==> src/rtl/msp430_pkg.sv <==
// Shared MSP430 decode definitions for the instruction fetch sequencer:
// format codes, opcode field positions, special register numbers and the
// extension-word decode helpers.
// Optional feature macro: CGEN_DECODE_EN (constant-generator aware src decode).
package msp430_pkg;

    typedef enum logic [1:0] {
        FMT_I   = 2'd0,  // double operand
        FMT_II  = 2'd1,  // single operand
        FMT_J   = 2'd2,  // conditional / unconditional jump
        FMT_ILL = 2'd3   // anything else
    } fmt_e;

    typedef enum logic [1:0] {
        FETCH_OP  = 2'd0,
        FETCH_SRC = 2'd1,
        FETCH_DST = 2'd2,
        DRAIN     = 2'd3
    } fetch_state_e;

    // Complete instruction bundle as stored in the decoded FIFO (PC kept
    // separately because its width is a module parameter).
    typedef struct packed {
        logic [15:0] instr;
        logic [15:0] ext_src;
        logic [15:0] ext_dst;
        logic [1:0]  nwords;
        fmt_e        fmt;
    } bundle_t;

    // Opcode word field positions
    localparam int AS_MSB    = 5;
    localparam int AS_LSB    = 4;
    localparam int AD_BIT    = 7;
    localparam int RS_I_MSB  = 11;   // FMT_I source register
    localparam int RS_I_LSB  = 8;
    localparam int RS_II_MSB = 3;    // FMT_II operand register
    localparam int RS_II_LSB = 0;

    // Addressing modes that may pull an extension word
    localparam logic [1:0] AS_INDEXED = 2'b01;
    localparam logic [1:0] AS_AUTOINC = 2'b11;

    // Special register numbers
    localparam logic [3:0] REG_PC  = 4'd0;
    localparam logic [3:0] REG_CG1 = 4'd2;   // SR doubles as constant generator 1
    localparam logic [3:0] REG_CG2 = 4'd3;

    function automatic fmt_e decode_fmt(input logic [15:0] w);
        fmt_e f;
        if (w[15:12] >= 4'h4)         f = FMT_I;
        else if (w[15:13] == 3'b001)  f = FMT_J;
        else if (w[15:10] == 6'b000100) f = FMT_II;
        else                          f = FMT_ILL;
        return f;
    endfunction

    function automatic logic src_word_needed(input logic [15:0] w, input fmt_e f);
        logic [1:0] as_f;
        logic [3:0] rs;
        logic       need;
        as_f = w[AS_MSB:AS_LSB];
        rs   = (f == FMT_I) ? w[RS_I_MSB:RS_I_LSB] : w[RS_II_MSB:RS_II_LSB];
        need = (f == FMT_I || f == FMT_II) &&
               (as_f == AS_INDEXED || (as_f == AS_AUTOINC && rs == REG_PC));
`ifdef CGEN_DECODE_EN
        // R3 in any mode and R2 in modes 10/11 produce constants; R2 with
        // mode 01 is absolute addressing and keeps its word.
        if (rs == REG_CG2) need = 1'b0;
        if (rs == REG_CG1 && as_f[1]) need = 1'b0;
`endif
        return need;
    endfunction

    function automatic logic dst_word_needed(input logic [15:0] w, input fmt_e f);
        return (f == FMT_I) && w[AD_BIT];
    endfunction

endpackage

==> src/rtl/instr_fetch_seq_if.sv <==
// Bus bundle of the instruction fetch sequencer: ROM read port, redirect
// input and decoded-instruction valid/ready output.
interface instr_fetch_seq_if #(
    parameter int ADDR_W = 16
);
    logic              mem_req;
    logic [ADDR_W-1:0] mem_addr;
    logic              mem_ack;
    logic [15:0]       mem_rdata;
    logic              redir_valid;
    logic [ADDR_W-1:0] redir_pc;
    logic              dec_valid;
    logic              dec_ready;
    logic [15:0]       dec_instr;
    logic [15:0]       dec_ext_src;
    logic [15:0]       dec_ext_dst;
    logic [1:0]        dec_nwords;
    logic [1:0]        dec_fmt;
    logic [ADDR_W-1:0] dec_pc;

    // Fetch unit side
    modport master (
        output mem_req, mem_addr, dec_valid, dec_instr, dec_ext_src,
               dec_ext_dst, dec_nwords, dec_fmt, dec_pc,
        input  mem_ack, mem_rdata, redir_valid, redir_pc, dec_ready
    );

    // Memory / execute-control side
    modport slave (
        input  mem_req, mem_addr, dec_valid, dec_instr, dec_ext_src,
               dec_ext_dst, dec_nwords, dec_fmt, dec_pc,
        output mem_ack, mem_rdata, redir_valid, redir_pc, dec_ready
    );
endinterface

==> src/rtl/instr_fetch_seq_dec_fifo.sv <==
// dec_fifo: synchronous FIFO with flush and count-based full/empty.
// Head data reads as zero while empty so downstream fields idle at 0.
module dec_fifo #(
    parameter int WIDTH = 8,
    parameter int DEPTH = 2
) (
    input  logic             clk,
    input  logic             rst,
    input  logic             flush,
    input  logic             push,
    input  logic [WIDTH-1:0] wdata,
    input  logic             pop,
    output logic [WIDTH-1:0] rdata,
    output logic             full,
    output logic             empty
);
    localparam int PTR_W = (DEPTH > 1) ? $clog2(DEPTH) : 1;
    localparam int CNT_W = $clog2(DEPTH + 1);

    logic [WIDTH-1:0] mem [DEPTH];
    logic [PTR_W-1:0] wr_ptr, rd_ptr;
    logic [CNT_W-1:0] count;
    logic             wr_en, rd_en;

    function automatic logic [PTR_W-1:0] ptr_inc(input logic [PTR_W-1:0] p);
        return (p == PTR_W'(DEPTH - 1)) ? '0 : p + PTR_W'(1);
    endfunction

    assign full  = (count == CNT_W'(DEPTH));
    assign empty = (count == '0);
    assign wr_en = push && !full;
    assign rd_en = pop && !empty;
    assign rdata = empty ? '0 : mem[rd_ptr];

    // Pointer and occupancy tracking; flush empties the FIFO over push/pop
    always_ff @(posedge clk) begin
        // NOTE: state registers use non-blocking assignments so every flop
        // samples the pre-edge values regardless of statement order.
        if (rst || flush) begin
            wr_ptr <= '0;
            rd_ptr <= '0;
            count  <= '0;
        end else begin
            if (wr_en) wr_ptr <= ptr_inc(wr_ptr);
            if (rd_en) rd_ptr <= ptr_inc(rd_ptr);
            case ({wr_en, rd_en})
                2'b10:   count <= count + CNT_W'(1);
                2'b01:   count <= count - CNT_W'(1);
                default: count <= count;
            endcase
        end
    end

    // Storage write
    always_ff @(posedge clk) begin
        // NOTE: storage is deliberately not reset; empty gates the read data,
        // so stale entries are never visible.
        if (wr_en) mem[wr_ptr] <= wdata;
    end
endmodule

==> src/rtl/instr_fetch_seq.sv <==
// instr_fetch_seq: owns the fetch PC, reads the opcode word plus 0-2
// extension words from ROM, and queues complete bundles in dec_fifo for the
// execute control. Redirect flushes the queue and restarts fetch; a request
// still waiting for its ack at redirect time is drained first.
// Optional feature macro: CGEN_DECODE_EN (see msp430_pkg).
module instr_fetch_seq
    import msp430_pkg::*;
#(
    parameter int                ADDR_W     = 16,
    parameter int                FIFO_DEPTH = 2,
    parameter logic [ADDR_W-1:0] RESET_PC   = '0
) (
    input logic               clk,
    input logic               rst,
    instr_fetch_seq_if.master bus
);
    localparam logic [ADDR_W-1:0] ALIGN_MASK = ~ADDR_W'(1);
    localparam logic [ADDR_W-1:0] PC_STEP    = ADDR_W'(2);
    localparam int                FIFO_W     = ADDR_W + $bits(bundle_t);

    fetch_state_e      state, state_nxt;
    logic [ADDR_W-1:0] pc;          // address of the word being requested
    logic [ADDR_W-1:0] redir_tgt;   // restart address held while draining
    logic [ADDR_W-1:0] op_pc;       // address of the current opcode word
    logic [15:0]       instr_q;
    logic [15:0]       ext_src_q;
    fmt_e              fmt_q;
    logic              need_src_q, need_dst_q;

    fmt_e              op_fmt;
    logic              op_need_src, op_need_dst;
    logic              mem_req, accept;
    logic              fifo_push, fifo_pop, fifo_flush, fifo_full, fifo_empty;
    bundle_t           push_bundle, head;
    logic [ADDR_W-1:0] push_pc, head_pc;
    logic [FIFO_W-1:0] fifo_rdata;

    // Opcode decode straight off the read bus, used only in FETCH_OP
    assign op_fmt      = decode_fmt(bus.mem_rdata);
    assign op_need_src = src_word_needed(bus.mem_rdata, op_fmt);
    assign op_need_dst = dst_word_needed(bus.mem_rdata, op_fmt);

    // FSM state register
    always_ff @(posedge clk) begin
        if (rst) state <= FETCH_OP;
        else     state <= state_nxt;
    end

    // Next state, memory request and bundle push
    always_comb begin
        // NOTE: every output gets a default first so no path leaves one
        // unassigned and infers a latch.
        state_nxt   = state;
        fifo_push   = 1'b0;
        fifo_flush  = 1'b0;
        push_pc     = op_pc;
        push_bundle = '{instr: instr_q, ext_src: ext_src_q, ext_dst: 16'h0000,
                        nwords: 2'd1, fmt: fmt_q};

        // A full FIFO only holds back the start of a new instruction
        mem_req = (state == FETCH_OP) ? !fifo_full : 1'b1;
        if (rst) mem_req = 1'b0;
        accept = mem_req && bus.mem_ack;

        case (state)
            FETCH_OP: begin
                if (accept) begin
                    if (op_need_src) begin
                        state_nxt = FETCH_SRC;
                    end else if (op_need_dst) begin
                        state_nxt = FETCH_DST;
                    end else begin
                        fifo_push           = 1'b1;
                        push_pc             = pc;
                        push_bundle.instr   = bus.mem_rdata;
                        push_bundle.ext_src = 16'h0000;
                        push_bundle.fmt     = op_fmt;
                    end
                end
            end
            FETCH_SRC: begin
                if (accept) begin
                    if (need_dst_q) begin
                        state_nxt = FETCH_DST;
                    end else begin
                        state_nxt           = FETCH_OP;
                        fifo_push           = 1'b1;
                        push_bundle.ext_src = bus.mem_rdata;
                        push_bundle.nwords  = 2'd2;
                    end
                end
            end
            FETCH_DST: begin
                if (accept) begin
                    state_nxt          = FETCH_OP;
                    fifo_push          = 1'b1;
                    push_bundle.ext_dst = bus.mem_rdata;
                    push_bundle.nwords = need_src_q ? 2'd3 : 2'd2;
                end
            end
            DRAIN: begin
                // The ack here belongs to the request cancelled by redirect
                if (accept) state_nxt = FETCH_OP;
            end
            default: state_nxt = FETCH_OP;
        endcase

        // Redirect overrides everything: drop partial bundle, flush queue
        if (bus.redir_valid) begin
            fifo_flush = 1'b1;
            fifo_push  = 1'b0;
            state_nxt  = (mem_req && !bus.mem_ack) ? DRAIN : FETCH_OP;
        end
    end

    // Fetch PC and partial-bundle registers
    always_ff @(posedge clk) begin
        if (rst) begin
            pc         <= RESET_PC & ALIGN_MASK;
            redir_tgt  <= '0;
            op_pc      <= '0;
            instr_q    <= '0;
            ext_src_q  <= '0;
            fmt_q      <= FMT_I;
            need_src_q <= 1'b0;
            need_dst_q <= 1'b0;
        end else if (bus.redir_valid) begin
            // While draining, mem_addr must stay on the outstanding request
            if (state_nxt == DRAIN) redir_tgt <= bus.redir_pc & ALIGN_MASK;
            else                    pc        <= bus.redir_pc & ALIGN_MASK;
        end else if (accept) begin
            if (state == DRAIN) begin
                pc <= redir_tgt;
            end else begin
                pc <= pc + PC_STEP;
                case (state)
                    FETCH_OP: begin
                        instr_q    <= bus.mem_rdata;
                        op_pc      <= pc;
                        fmt_q      <= op_fmt;
                        need_src_q <= op_need_src;
                        need_dst_q <= op_need_dst;
                        ext_src_q  <= '0;
                    end
                    FETCH_SRC: ext_src_q <= bus.mem_rdata;
                    default: ;
                endcase
            end
        end
    end

    assign fifo_pop = !fifo_empty && bus.dec_ready;

    dec_fifo #(
        .WIDTH (FIFO_W),
        .DEPTH (FIFO_DEPTH)
    ) u_dec_fifo (
        .clk   (clk),
        .rst   (rst),
        .flush (fifo_flush),
        .push  (fifo_push),
        .wdata ({push_pc, push_bundle}),
        .pop   (fifo_pop),
        .rdata (fifo_rdata),
        .full  (fifo_full),
        .empty (fifo_empty)
    );

    assign {head_pc, head} = fifo_rdata;

    assign bus.mem_req     = mem_req;
    assign bus.mem_addr    = pc;
    assign bus.dec_valid   = !fifo_empty;
    assign bus.dec_instr   = head.instr;
    assign bus.dec_ext_src = head.ext_src;
    assign bus.dec_ext_dst = head.ext_dst;
    assign bus.dec_nwords  = head.nwords;
    assign bus.dec_fmt     = head.fmt;
    assign bus.dec_pc      = head_pc;
endmodule
==> src/flat_wrapper.sv <==
// flat-port wrapper written by rule: the top's interface ports become plain ports
module instr_fetch_seq_flat import msp430_pkg::*;
#(
    parameter int                ADDR_W     = 16,
    parameter int                FIFO_DEPTH = 2,
    parameter logic [ADDR_W-1:0] RESET_PC   = '0
)
  (clk, rst, bus_mem_req, bus_mem_addr, bus_dec_valid, bus_dec_instr, bus_dec_ext_src, bus_dec_ext_dst, bus_dec_nwords, bus_dec_fmt, bus_dec_pc, bus_mem_ack, bus_mem_rdata, bus_redir_valid, bus_redir_pc, bus_dec_ready);
  instr_fetch_seq_if #(.ADDR_W(ADDR_W)) bus_i ();
  input logic clk;
  input logic rst;
  output wire logic [$bits(bus_i.mem_req)-1:0] bus_mem_req;
  output wire logic [$bits(bus_i.mem_addr)-1:0] bus_mem_addr;
  output wire logic [$bits(bus_i.dec_valid)-1:0] bus_dec_valid;
  output wire logic [$bits(bus_i.dec_instr)-1:0] bus_dec_instr;
  output wire logic [$bits(bus_i.dec_ext_src)-1:0] bus_dec_ext_src;
  output wire logic [$bits(bus_i.dec_ext_dst)-1:0] bus_dec_ext_dst;
  output wire logic [$bits(bus_i.dec_nwords)-1:0] bus_dec_nwords;
  output wire logic [$bits(bus_i.dec_fmt)-1:0] bus_dec_fmt;
  output wire logic [$bits(bus_i.dec_pc)-1:0] bus_dec_pc;
  input wire logic [$bits(bus_i.mem_ack)-1:0] bus_mem_ack;
  input wire logic [$bits(bus_i.mem_rdata)-1:0] bus_mem_rdata;
  input wire logic [$bits(bus_i.redir_valid)-1:0] bus_redir_valid;
  input wire logic [$bits(bus_i.redir_pc)-1:0] bus_redir_pc;
  input wire logic [$bits(bus_i.dec_ready)-1:0] bus_dec_ready;
  assign bus_mem_req = bus_i.mem_req;
  assign bus_mem_addr = bus_i.mem_addr;
  assign bus_dec_valid = bus_i.dec_valid;
  assign bus_dec_instr = bus_i.dec_instr;
  assign bus_dec_ext_src = bus_i.dec_ext_src;
  assign bus_dec_ext_dst = bus_i.dec_ext_dst;
  assign bus_dec_nwords = bus_i.dec_nwords;
  assign bus_dec_fmt = bus_i.dec_fmt;
  assign bus_dec_pc = bus_i.dec_pc;
  assign bus_i.mem_ack = bus_mem_ack;
  assign bus_i.mem_rdata = bus_mem_rdata;
  assign bus_i.redir_valid = bus_redir_valid;
  assign bus_i.redir_pc = bus_redir_pc;
  assign bus_i.dec_ready = bus_dec_ready;
  instr_fetch_seq #(.ADDR_W(ADDR_W), .FIFO_DEPTH(FIFO_DEPTH), .RESET_PC(RESET_PC)) u_core (.clk(clk), .rst(rst), .bus(bus_i));
endmodule
==> config.mk <==
export PLATFORM = sky130hd
export DESIGN_NAME = instr_fetch_seq_flat
export DESIGN_NICKNAME = d
export VERILOG_FILES = /design/src/rtl/msp430_pkg.sv /design/src/rtl/instr_fetch_seq_if.sv /design/src/rtl/instr_fetch_seq_dec_fifo.sv /design/src/rtl/instr_fetch_seq.sv /design/src/flat_wrapper.sv
export SDC_FILE = /design/constraint.sdc
export NUM_CORES = 1
export LEC_CHECK = 0
export BUFFER_PORTS_ARGS = -buffer_cell sky130_fd_sc_hd__buf_4
export CAP_MARGIN = 20
export CORE_MARGIN = 2
export CORE_UTILIZATION = 40
export DETAILED_ROUTE_END_ITERATION = 10
export MAX_ROUTING_LAYER = met4
export PLACE_DENSITY = 0.7
export REMOVE_ABC_BUFFERS = 1
export SYNTH_ARGS = -nofsm -noshare
export SYNTH_HDL_FRONTEND = slang
export SYNTH_HIERARCHICAL = 1
export SYNTH_SLANG_ARGS = --single-unit
==> constraint.sdc <==
create_clock -name clk -period 8.6 [get_ports clk]
set_clock_uncertainty 0.05 [all_clocks]
set_input_delay 1.29 -clock clk [delete_from_list [all_inputs] [get_ports clk]]
set_output_delay 1.29 -clock clk [all_outputs]
set_load 0.03 [all_outputs]
Yosys cells after proc, flatten, opt, wreduce, memory -nomap -nowiden

Memories as Yosys holds them, arrays and structs flattened. A register that Yosys moved wholly into a read port is not among the register bits.
Index checks and enable logic that the tools add are counted.
W data, S select, Z words.

Memories kept: 1
Logic and storage cells: 118
Register bits: 89
Input bits: 37
Memory bits (writable): 136

Memories:

| memory                | depth | width | read ports | clocked after Yosys merged registers in | write ports | line                           | source |
|---|---|---|---|---|---|---|---|
| u_core.u_dec_fifo.mem | 2     | 68    | 1          | 1                                       | 1           | instr_fetch_seq_dec_fifo.sv:20 | `logic [WIDTH-1:0] mem [DEPTH];` |

Magnitude comparators: 1
Multiplexer cells: 58
Bitwise gates (word level): 2
Equal/unequal tests: 13
Add/sub/neg operators: 5
Reductions and logical operators: 26

Operators by type and width:

| cell                    | count |
|---|---|
| $mux W16                | 12 |
| $mux W32                | 3 |
| $mux W68                | 1 |
| $pmux W16 S2            | 2 |
| $mux W2                 | 17 |
| $mux W18                | 1 |
| $mux W1                 | 17 |
| $add A16 B2 Y16 const B | 1 |
| $eq A2 B2 Y1 const B    | 6 |
| $eq A2 B1 Y1 const B    | 4 |
| $logic_and A1 B1 Y1     | 8 |
| $pmux W2 S2             | 2 |
| $reduce_and A4 Y1       | 2 |
| $eq A6 B3 Y1 const B    | 1 |
| $logic_not A2 Y1        | 3 |
| $pmux W2 S3             | 1 |
| $reduce_bool A2 Y1      | 3 |
| $ge A4 B3 Y1 const B    | 1 |
| $logic_not A4 Y1        | 1 |
| $mux W4                 | 1 |
| $reduce_and A2 Y1       | 2 |
| $eq A3 B1 Y1 const B    | 1 |
| $logic_not A1 Y1        | 3 |
| $logic_or A1 B1 Y1      | 3 |
| other kinds (7)         | 9 |

Longest topological paths before layout

Gate-level depths: netlist (run 1).

Depth in word-level cells: 17
Gate-level depth with buffers: 13
Depth with buffers taken out: 12

Cells and area by module

The synthesis (run 1) kept the hierarchy.

By module, submodules not included:

| module          | sequential area each (µm²) | instances | area each (µm²) | cells each |
|---|---|---|---|---|
| dec_fifo        | 4184.0                     | 1         | 5325.1          | 315 |
| instr_fetch_seq | 1661.6                     | 1         | 4687.0          | 587 |

Worst setup path after synthesis (run 1)

Ideal clock, no wire load.

Kind: input to register
Start: input rst
End: memory u_core/u_dec_fifo/mem[0][0] (netlist name), enable pin
Library setup time: 0.422 ns
Stages on the path: 9
Slack: 3.542 ns
Data arrival time: 4.586 ns
Path through: a21oi_2 -> nand2_1 -> nor3_2 -> buf_2 -> nand3b_1 -> o22ai_1 -> inv_1 -> or3_1 -> inv_1

Word-level cells in the longest chain between the ends: 8

RTL lines:

| element                         | line                                                                | source |
|---|---|---|
| start: declaration              | flat_wrapper.sv:11                                                  | `input logic rst;` |
| $mux W1 *                       | instr_fetch_seq.sv:62                                               | `if (rst) mem_req = 1'b0;` |
| $logic_and A1 B1 Y1 *           | instr_fetch_seq.sv:63                                               | `accept = mem_req && bus.mem_ack;` |
| $mux W1 (on tied branches)      | instr_fetch_seq.sv:94, instr_fetch_seq.sv:67, instr_fetch_seq.sv:82 |  |
| $pmux W1 S3 *                   | instr_fetch_seq.sv:65                                               | `case (state)` |
| $mux W1 *                       | instr_fetch_seq.sv:109                                              | `if (bus.redir_valid) begin` |
| named net u_core.fifo_push      | instr_fetch_seq.sv:33                                               | `logic fifo_push, fifo_pop, fifo_flush, fifo_full, fifo_empty;` |
| $logic_and A1 B1 Y1 *           | instr_fetch_seq_dec_fifo.sv:31                                      | `assign wr_en = push && !full;` |
| $mux W1 *                       | instr_fetch_seq_dec_fifo.sv:58                                      | `if (wr_en) mem[wr_ptr] <= wdata;` |
| $mux W1 (implied by the code) * | instr_fetch_seq_dec_fifo.sv:58                                      |  |
| end: declaration                | instr_fetch_seq_dec_fifo.sv:20                                      |  |

Mark *: on every way through the listed nets, which the timed path passes. The rest lies on a longest branch.

Worst setup path after layout (run 1)

Start: input rst
End: memory u_core/u_dec_fifo/mem[0][3] (netlist name), enable pin

Same word-level chain as after synthesis.

==> results.toml, run 1 <==
[power]
power-per-cell-area_nw_per_um2 = 196
p_sw_uw = 523
total_leakage_power_nw = 4.35
comb_power_share_pct = 7.3
power_mw = 2.32
ir_worst_vdd_mv = 0.117
p_int_mw = 1.80
clock_power_share_pct = 42.1
swShare_pct = 22.5
p_seq_share_pct = 50.5

[finish]
diodes = 0
layout-drive-gt1-share_pct = 21.0
nets = 1038
final_common_cell = "edfxtp_1"
stdcell_area_um2 = 11800
syn_to_final_growth_pct = 18.3
final_cell_mix = "edfxtp_1, buf_4, nand2_1"

[timing]
relSlewSlack_pct = 28.1
final_max_slew_viol_count = 0
finalHoldViolCount = 0
finalSetupViolations = 0
fin_crit_sh_pct = 53.1
max_freq_ghz = 0.219
rsz0062_at_grt = "false"
finalWorstSetupSlack_ps = 4030
worst_slew_pin_slew_ps = 1080
period_minus_slack_ps = 4570
tns_ps = 0

[synthesis]
synth_top_area_share_pct = 40.8
ys_ff_latch = 224
seq_area_frac_synth_pct = 58.4
post_synth.cell_area_avg_um2 = 11.1
ys_types = 61
netlist_instances = 902
ys.flop_type = "edfxtp_1"
async_flop_share_pct = 0
ys_top_cells_by_area = "edfxtp_1, dfxtp_1, mux2i_1, nand2_1, mux2_4"
ys_warn_count = 6
syn_area_um2 = 10000
synth_area_leader_cell = "edfxtp_1"
synth_edf_count = 136

[setup_path]
crit_chain = "buf_4 > a21oi_2 > and2_1 > o21ai_0 > o22ai_1 > inv_1 > or3_1 > inv_2 > buf_4"
critPathKind = "in2reg"
r2r_cells = 10
cpMostUsedCell = "buf_4"
r2r-end = "u_core/u_dec_fifo/mem[0][3]"
cp_data_arrival_time_ps = 4660
critPathMaxStageDelay_ps = 760
cp-start-kind = "input pin"
endpoint_kind = "flip-flop"
ff2ff_setup_slack_ps = 4090
cp.required_ps = 8690
reg2reg_from = "u_core/state[0]"
critPathSlowestCell = "and2_1"
cp_max_fo = 44

[floorplan]
start_util_pct = 40.9
rows = 57
chipWidth_um = 162
fp.dieH_um = 162
core_area_um2 = 24500
ios = 123
die_area_um2 = 26300

[job]
max_cap_viol_count = 0

[clocking]
ctsHoldBuffers = 0
clk_path_buf_depth = 3
cts.clk_slew.worst_paths_ps = 60
post_cts_buffers = 0
cts_made_buffers = 24
cts-resized-gates = 0
clock-sinks = 224
cts_root_buf = "clkbuf_16"
cts.htree.levels = 1
clock_latency_ps = 500
cts_tree = "built"

[route]
wl_per_cell_um = 17.0
vias = 6979
drtPass1Iterations = 4
via_per_inst = 5.22
drt_wl_total_um = 22700
antenna_left = 0
drc = 0
drt-initial-drc-count = 512

[place]
place_ws_ps = 3170
dp_hpwl_um = 14000
io_buffers = 120
place_congestion = 0.808
dpl_cell_area_um2 = 11100

[global_route]
grt_pass1_vias = 6489
grt_usage_pct = 17.2
grt_overflow_total = 0
antenna_found_initial = 0
grt_pass1_wl_um = 34900
grt_start_max_net_pins = 86

[hold_path]
worstHoldStart = "u_core/need_src_q"
min_to = "u_core/need_src_q"
hold_class = "reg2reg"
hold-path-cell-count = 2

[outcome]
status = "completed"
[per-stage QoR]
step	hold slack (ps)	cells	util, %
after floorplan	375	837	-
after global placement	388	1290	45.2
after detailed placement	394	1290	45.2
after CTS	401	1334	48.3
after global routing	415	1336	48.4
final	400	1336	48.4
[layer usage]
layer	share of wire, %	wire length, um	GRT usage [%]
met1	44	9940	22.5
met4	1.6	359	3.98
met2	49	11100	28.3
met3	5.8	1320	2.73
met5	0	0	-
[power groups by stage]
stage / sequential, mW / clock (mW) / combinational (mW)
global route: 1.18 / 1.04 / 0.186
CTS: 1.17 / 1.00 / 0.170
floorplan: 1.20 / 0 / 0.0880
detailed placement: 1.20 / 0 / 0.170
finish: 1.17 / 0.979 / 0.171
global placement: 1.19 / 0 / 0.167
[cell families (layout without fill, tap and decap cells)]
kind of cell	count (synthesis)	in the layout	synth area share (%)
AOI/OAI and AO/OA	153	153	9.02
xor gates and xnor gates	7	7	0.612
adders and majority gates	7	7	0.875
buffers and inverters	78	186	3.94
DFF	224	224	58.4
muxes	117	117	13.1
other	1	3	0.0375
and+or+nand+nor	315	315	14.0
[state kept, by name, indices dropped and copies added (netlist names), named ones only]
name / flops
u_core/u_dec_fifo/mem: 136
u_core/ext_src_q: 16
u_core/instr_q: 16
u_core/bus.mem_addr: 15
u_core/op_pc: 15
u_core/redir_tgt: 15
u_core/fmt_q: 2
u_core/state: 2
u_core/u_dec_fifo/count: 2
u_core/need_dst_q: 1
u_core/need_src_q: 1
u_core/u_dec_fifo/rd_ptr: 1
u_core/u_dec_fifo/wr_ptr: 1
[cells in the mapped netlist (all sizes together) (2+ instances only)]
library cell    n
edfxtp        136
xnor2           4
nor2          109
xor2            3
and3           19
nand2         118
dfxtp          88
clkbuf         45
mux2           31
nand2b          4
nand4           3
a31oi           4
nand3          24
a22o           18
o311ai          2
nor3            6
o21a            3
nor2b           4
a21oi          78
or2             3
a211oi          6
nand3b          3
nor4b           2
o21ai          33
or3             6
nor4            7
mux2i          86
ha              7
buf            21
o22ai           2
inv            11
[worst max path at each step]
stage,from,endpoint,slack [ps],cells after the start
after floorplan,rst,u_core/u_dec_fifo/mem[0][0],3490,8
after global placement,bus_redir_valid,u_core/u_dec_fifo/mem[0][4],3220,9
after detailed placement,bus_redir_valid,u_core/u_dec_fifo/mem[0][43],3170,9
after CTS,u_core/state[0],u_core/u_dec_fifo/mem[0][44],3670,9
after global routing,u_core/state[0],u_core/u_dec_fifo/mem[0][15],3720,10
final,rst,u_core/u_dec_fifo/mem[0][3],4030,9
[worst max-delay path: cells and delay by family]
family | cells | cell delay [ps]
buf+inv | 4 | 1300
simple gates | 2 | 1150
compound gates | 3 | 870
[cell type report]
type / instances / area [um2]
Clock inverter: 8 / 66.3
Clock buffer: 36 / 687
Tap cell: 324 / 405
Multi-Input combinational cell: 602 / 3800
Fill cell: 2197 / 12600
Sequential cell: 224 / 5850
Timing Repair Buffer: 131 / 995
Inverter: 11 / 41.3
No activity file was read; power rests on OpenSTA's default activity.
==> run 2: changes to the inputs <==
--- a/config.mk
+++ b/config.mk
@@ -5,13 +5,14 @@
 export SDC_FILE = /design/constraint.sdc
 export NUM_CORES = 1
 export LEC_CHECK = 0
+export ABC_AREA = 1
 export BUFFER_PORTS_ARGS = -buffer_cell sky130_fd_sc_hd__buf_4
 export CAP_MARGIN = 20
 export CORE_MARGIN = 2
 export CORE_UTILIZATION = 40
 export DETAILED_ROUTE_END_ITERATION = 10
 export MAX_ROUTING_LAYER = met4
-export PLACE_DENSITY = 0.7
+export PLACE_DENSITY = 0.72
 export REMOVE_ABC_BUFFERS = 1
 export SYNTH_ARGS = -nofsm -noshare
 export SYNTH_HDL_FRONTEND = slang
==> constraint.sdc (replaced) <==
create_clock -name clk -period 3.7 [get_ports clk]
set_clock_uncertainty 0.05 [all_clocks]
set_input_delay 0.555 -clock clk [delete_from_list [all_inputs] [get_ports clk]]
set_output_delay 0.555 -clock clk [all_outputs]
set_load 0.03 [all_outputs]
==> run 2 against run 1 <==
Sequential cell count unchanged. Setup slack got worse by 3500 ps. Combinational power increased to 2.8 times the previous value. Highest routed layer unchanged. Hold slack got worse by 160 ps. Die area decreased by 1.2%. Critical endpoint is now u_core/u_dec_fifo/mem[0][17]. Critical path type is now reg2reg. Clock-buffer cell count decreased by 4. Via count increased by 14%.
==> results.toml, run 2 <==
[timing]
fin_crit_sh_pct = 87.0
finalSetupViolations = 0
relSlewSlack_pct = 41.3
final_max_slew_viol_count = 0
max_freq_ghz = 0.311
holdWs_ps = 241
finalHoldViolCount = 0
period_minus_slack_ps = 3220
rsz0062_at_grt = "false"
tns_ps = 0
worst_slew_pin_slew_ps = 880

[synthesis]
synth_top_area_share_pct = 41.3
ys_warn_count = 6
post-synth-top-count-cell = "nand2_1"
ys_ff_latch = 224
seq_area_frac_synth_pct = 59.1
synthTopCellsByCount = "nand2_1, a21oi_1, edfxtp_1, dfxtp_1, nor2_1"
synth_area_leader_cell = "edfxtp_1"
syn_area_um2 = 9890
ys.flop_type = "edfxtp_1"
ys_types = 36
post_synth.cell_area_avg_um2 = 8.89
synth_edf_count = 136
async_flop_share_pct = 0
netlist_instances = 1113
ys_top_cells_by_area = "edfxtp_1, dfxtp_1, nand2_1, a21oi_1, nor2_1"

[power]
power_mw = 5.81
total_leakage_power_nw = 4.92
power-per-cell-area_nw_per_um2 = 489
ir_worst_vdd_mv = 0.318

[clocking]
cts_root_buf = "clkbuf_16"
cts.htree.levels = 1
clk_path_buf_depth = 3
cts-resized-gates = 0
post_cts_buffers = 0
cts_tree = "built"
clock-sinks = 224
cts.clk_slew.worst_paths_ps = 60
cts_made_buffers = 25
ctsHoldBuffers = 0
clock_latency_ps = 530

[setup_path]
endpoint_kind = "flip-flop"
critPathSlowestCell = "buf_4"
cp_data_arrival_time_ps = 3330
critPathKind = "reg2reg"
cpMostUsedCell = "inv_1"
critPathMaxStageDelay_ps = 480
cp-start-kind = "flip-flop"
cp_max_fo = 41
crit_chain = "inv_1 > ha_1 > nand2_1 > nand2_4 > nor2_8 > nand2_2 > inv_2 > nand3_1 > o21ai_0 > inv_1 > nor2_1 > inv_1 > nor2_4 > buf_4"
cp.required_ps = 3810

[global_route]
antenna_found_initial = 0
grt_usage_pct = 19.3
grt_start_max_net_pins = 69
met2_usage_pct = 32.7
met3_usage_pct = 3.00
grt_pass1_vias = 7513
globalRouteMet1Util_pct = 24.7
top_usage_layer = "met2"
grt_pass1_wl_um = 39100
grt_overflow_total = 0

[route]
antenna_left = 0
drt-initial-drc-count = 562
drt_wl_total_um = 24600
drc = 0
wl_per_cell_um = 15.8
via_per_inst = 5.09
drtPass1Iterations = 5
vias = 7962

[outcome]
status = "completed"

[floorplan]
chipWidth_um = 161
start_util_pct = 40.7
die_area_um2 = 26000
ios = 123
rows = 57
core_area_um2 = 24300
fp.dieH_um = 161

[job]
max_cap_viol_count = 0

[finish]
top_register = "u_core/u_dec_fifo/mem"
final_common_cell = "nand2_1"
final_cell_mix = "nand2_1, a21oi_1, buf_4"
syn_to_final_growth_pct = 20.2
top_regs = "u_core/u_dec_fifo/mem (136), u_core/ext_src_q (16), u_core/instr_q (16)"
largest_reg_flops = 136
layout-drive-gt1-share_pct = 17.8
nets = 1264
diodes = 0

[place]
place_congestion = 0.844
io_buffers = 120
dp_hpwl_um = 15600

[hold_path]
hold_class = "in2reg"
==> run 2: cell families (layout without fill, tap and decap cells) <==
logic type      count (synthesis)  after routing  synth area share [%]
compound gates                260            260                  13.6
fa+ha+maj                       7              7                 0.886
flops                         224            224                  59.1
simple gates                  482            482                  19.8
other cells                     1              3                0.0379
xor+xnor                        2              2                 0.177
buf+inv                       137            261                  6.45
==> run 2: path summary, 6_finish.rpt <==
path	endpoint	from	slack, ps	cells after the start
setup / recovery	u_core/u_dec_fifo/mem[0][17]	u_core/state[0]	480	14
hold / removal	u_core/ext_src_q[8]	bus_mem_rdata[8]	240	3
setup reg to reg	u_core/u_dec_fifo/mem[0][17]	u_core/state[0]	480	14
hold reg to reg	u_core/redir_tgt[15]	u_core/redir_tgt[15]	410	2
==> run 2: layout make-up <==
class | instances | area, um2
fill | 2263 | 12400
sequential | 224 | 5850
multi-input combinational | 754 | 3420
timing repair buffer | 140 | 1080
clock buffer | 32 | 672
tap | 324 | 405
inverter | 75 | 283
clock inverter | 14 | 186
==> run 2: routing by layer <==
metal	part of all wire, %	wire, um
met5	0	0
met4	1.5	365
met3	7.3	1790
met2	50	12200
met1	42	10300
==> run 2: metrics by stage <==
stage | std cells | utilization [%] | instance area [um2] | worst slack [ps]
after global routing | 1563 | 48.9 | 11900 | 206
after detailed placement | 1517 | 45.4 | 11000 | 555
after global placement | 1517 | 45.4 | 11000 | 640
after floorplan | 1053 | - | 9540 | -1580
final | 1563 | 48.9 | 11900 | 481
after CTS | 1563 | 48.9 | 11900 | 543
==> run 2: where the power goes <==
group | internal [mW] | switching (mW)
clock network | 1.57 | 0.981
logic | 0.157 | 0.321
registers | 2.73 | 0.0547
total | 4.46 | 1.36
==> run 2: worst max-delay path, delay by kind of cell (launching register included) <==
kind            cells  cell delay, ps
simple gates        7             920
flops               1             430
fa+ha+maj           1             280
compound gates      1             100
buf+inv             5            1040
==> run 3: changes to the inputs <==
--- a/config.mk
+++ b/config.mk
@@ -6,14 +6,16 @@
 export NUM_CORES = 1
 export LEC_CHECK = 0
 export ABC_AREA = 1
+export ABC_CLOCK_PERIOD_IN_PS = 3700
 export BUFFER_PORTS_ARGS = -buffer_cell sky130_fd_sc_hd__buf_4
-export CAP_MARGIN = 20
+export CAP_MARGIN = 30
 export CORE_MARGIN = 2
 export CORE_UTILIZATION = 40
 export DETAILED_ROUTE_END_ITERATION = 10
 export MAX_ROUTING_LAYER = met4
 export PLACE_DENSITY = 0.72
 export REMOVE_ABC_BUFFERS = 1
+export SETUP_SLACK_MARGIN = 0.5
 export SYNTH_ARGS = -nofsm -noshare
 export SYNTH_HDL_FRONTEND = slang
 export SYNTH_HIERARCHICAL = 1
==> run 3 against run 2 <==
Via count is 0.51% higher. Sequential power hardly changed. Clock-buffer cell count stayed put. Critical path depth stayed put. Sequential share of layout area is 0.088 points lower. Power is 0.12% higher. Highest routed layer unchanged.
==> results.toml, run 3 (synthesis results as in run 2) <==
[timing]
finalHoldViolCount = 0
fin_crit_sh_pct = 80.0
finalSetupViolations = 0
final_max_slew_viol_count = 0
period_minus_slack_ps = 2960
rsz0062_at_grt = "false"
worst_slew_pin_slew_ps = 913
relSlewSlack_pct = 39.1
max_freq_ghz = 0.338
holdWs_ps = 242
tns_ps = 0

[finish]
final_cell_mix = "nand2_1, a21oi_1, edfxtp_1"
syn_to_final_growth_pct = 20.4
largest_reg_flops = 136
diodes = 0
top_register = "u_core/u_dec_fifo/mem"
nets = 1264
final_common_cell = "nand2_1"
layout-drive-gt1-share_pct = 17.9
top_regs = "u_core/u_dec_fifo/mem (136), u_core/ext_src_q (16), u_core/instr_q (16)"
stdcell_area_um2 = 11900

[floorplan]
die_area_um2 = 26000
start_util_pct = 40.7
fp.dieH_um = 161
ios = 123
chipWidth_um = 161
core_area_um2 = 24300
rows = 57

[setup_path]
r2r-end = "u_core/u_dec_fifo/mem[0][17]"
critPathKind = "reg2reg"
reg2reg_from = "u_core/state[0]"
endpoint_kind = "flip-flop"
cp-start-kind = "flip-flop"
ff2ff_setup_slack_ps = 740
cp_data_arrival_time_ps = 3110
r2r_cells = 14
cp_max_fo = 41
cp.required_ps = 3850

[clocking]
cts.clk_slew.worst_paths_ps = 60
ctsHoldBuffers = 0
cts_root_buf = "clkbuf_16"
cts_tree = "built"
clock_latency_ps = 530
clock-sinks = 224
clk_path_buf_depth = 3
cts.htree.levels = 1
cts_made_buffers = 25

[outcome]
status = "completed"

[route]
drc = 0
wl_per_cell_um = 15.9
via_per_inst = 5.12
drtPass1Iterations = 5
drt-initial-drc-count = 556
vias = 8003
drt_wl_total_um = 24800
antenna_left = 0

[job]
max_cap_viol_count = 0

[hold_path]
hold-path-cell-count = 3
worstHoldStart = "bus_redir_pc[15]"
hold_class = "in2reg"
min_to = "u_core/redir_tgt[15]"

[global_route]
grt_pass1_wl_um = 39100
grt_usage_pct = 19.3
antenna_found_initial = 0
grt_overflow_total = 0
grt_start_max_net_pins = 69
met3_usage_pct = 3.00
met2_usage_pct = 32.7
top_usage_layer = "met2"
globalRouteMet1Util_pct = 24.7
grt_pass1_vias = 7513

[place]
dpl_cell_area_um2 = 11000
dp_hpwl_um = 15600
place_congestion = 0.844
io_buffers = 120

[power]
power-per-cell-area_nw_per_um2 = 489
total_leakage_power_nw = 4.92
ir_worst_vdd_mv = 0.317
[run 3: changes by cell type in the layout (fill, tap and decap cells not counted)]
cell / before / now
buf_4: 138 / 135
buf_6: 0 / 2
buf_8: 0 / 1
clkinv_2: 7 / 8
inv_2: 17 / 16
nor2_1: 81 / 79
nor2_2: 1 / 3
[run 3: cell type report]
| type | count | area, um2 |
|---|---|---|
| Sequential cell | 224 | 5850 |
| Clock inverter | 14 | 186 |
| Inverter | 75 | 284 |
| Clock buffer | 32 | 672 |
| Multi-Input combinational cell | 754 | 3430 |
| Tap cell | 324 | 405 |
| Timing Repair Buffer | 140 | 1090 |
| Fill cell | 2259 | 12400 |
[run 3: through the flow]
stage / util (%) / power [mW] / setup WS, ps / std cells
2_1_floorplan: - / 3.12 / -1580 / 1053
3_3_place_gp: 45.4 / 3.30 / 640 / 1517
3_5_place_dp: 45.4 / 3.31 / 555 / 1517
4_1_cts: 48.9 / 5.85 / 543 / 1563
5_1_grt: 49.0 / 6.02 / 527 / 1563
6_report: 49.0 / 5.82 / 740 / 1563
[run 3: metal layers]
layer | vias up | part of all wire [%]
met5 | - | 0
met4 | 0 | 1.3
met3 | 29 | 6.9
met2 | 288 | 49
met1 | 3765 | 43
li1 | 3921 | -
[run 3: worst max-delay path by stage]
stage / start / to / slack [ps] / depth (start not counted)
finish: u_core/state[0] / u_core/u_dec_fifo/mem[0][17] / 740 / 14
global route: u_core/state[0] / u_core/u_dec_fifo/mem[0][30] / 530 / 12
CTS: u_core/state[0] / u_core/u_dec_fifo/mem[0][17] / 540 / 14
detailed placement: u_core/state[0] / u_core/u_dec_fifo/mem[0][48] / 550 / 14
global placement: u_core/state[0] / u_core/u_dec_fifo/mem[0][48] / 640 / 14
floorplan: rst / u_core/u_dec_fifo/mem[0][0] / -1580 / 11
[run 3: power by group]
part / switching, mW / total (mW) / leakage (nW) / internal, mW
sequential: 0.0545 / 2.79 / 1.88 / 2.73
clock: 0.984 / 2.55 / 0.425 / 1.57
combinational: 0.324 / 0.482 / 2.61 / 0.159
[run 3: repair_timing]
| item | in CTS | in global routing |
|---|---|---|
| buffers inserted | 0 | 0 |
| resized for setup | 0 | 8 |
| endpoints found under the setup margin | 0 | 133 |
[run 3: critical path, cell delays in order, from the launching register on]
cell	delay (ps)
dfxtp_1	430
inv_1	130
ha_1	280
nand2_1	160
nand2_4	90
nor2_8	190
nand2_2	90
clkinv_2	200
nand3_1	100
o21ai_0	100
inv_1	80
nor2_2	150
inv_1	100
nor2_4	130
buf_8	320
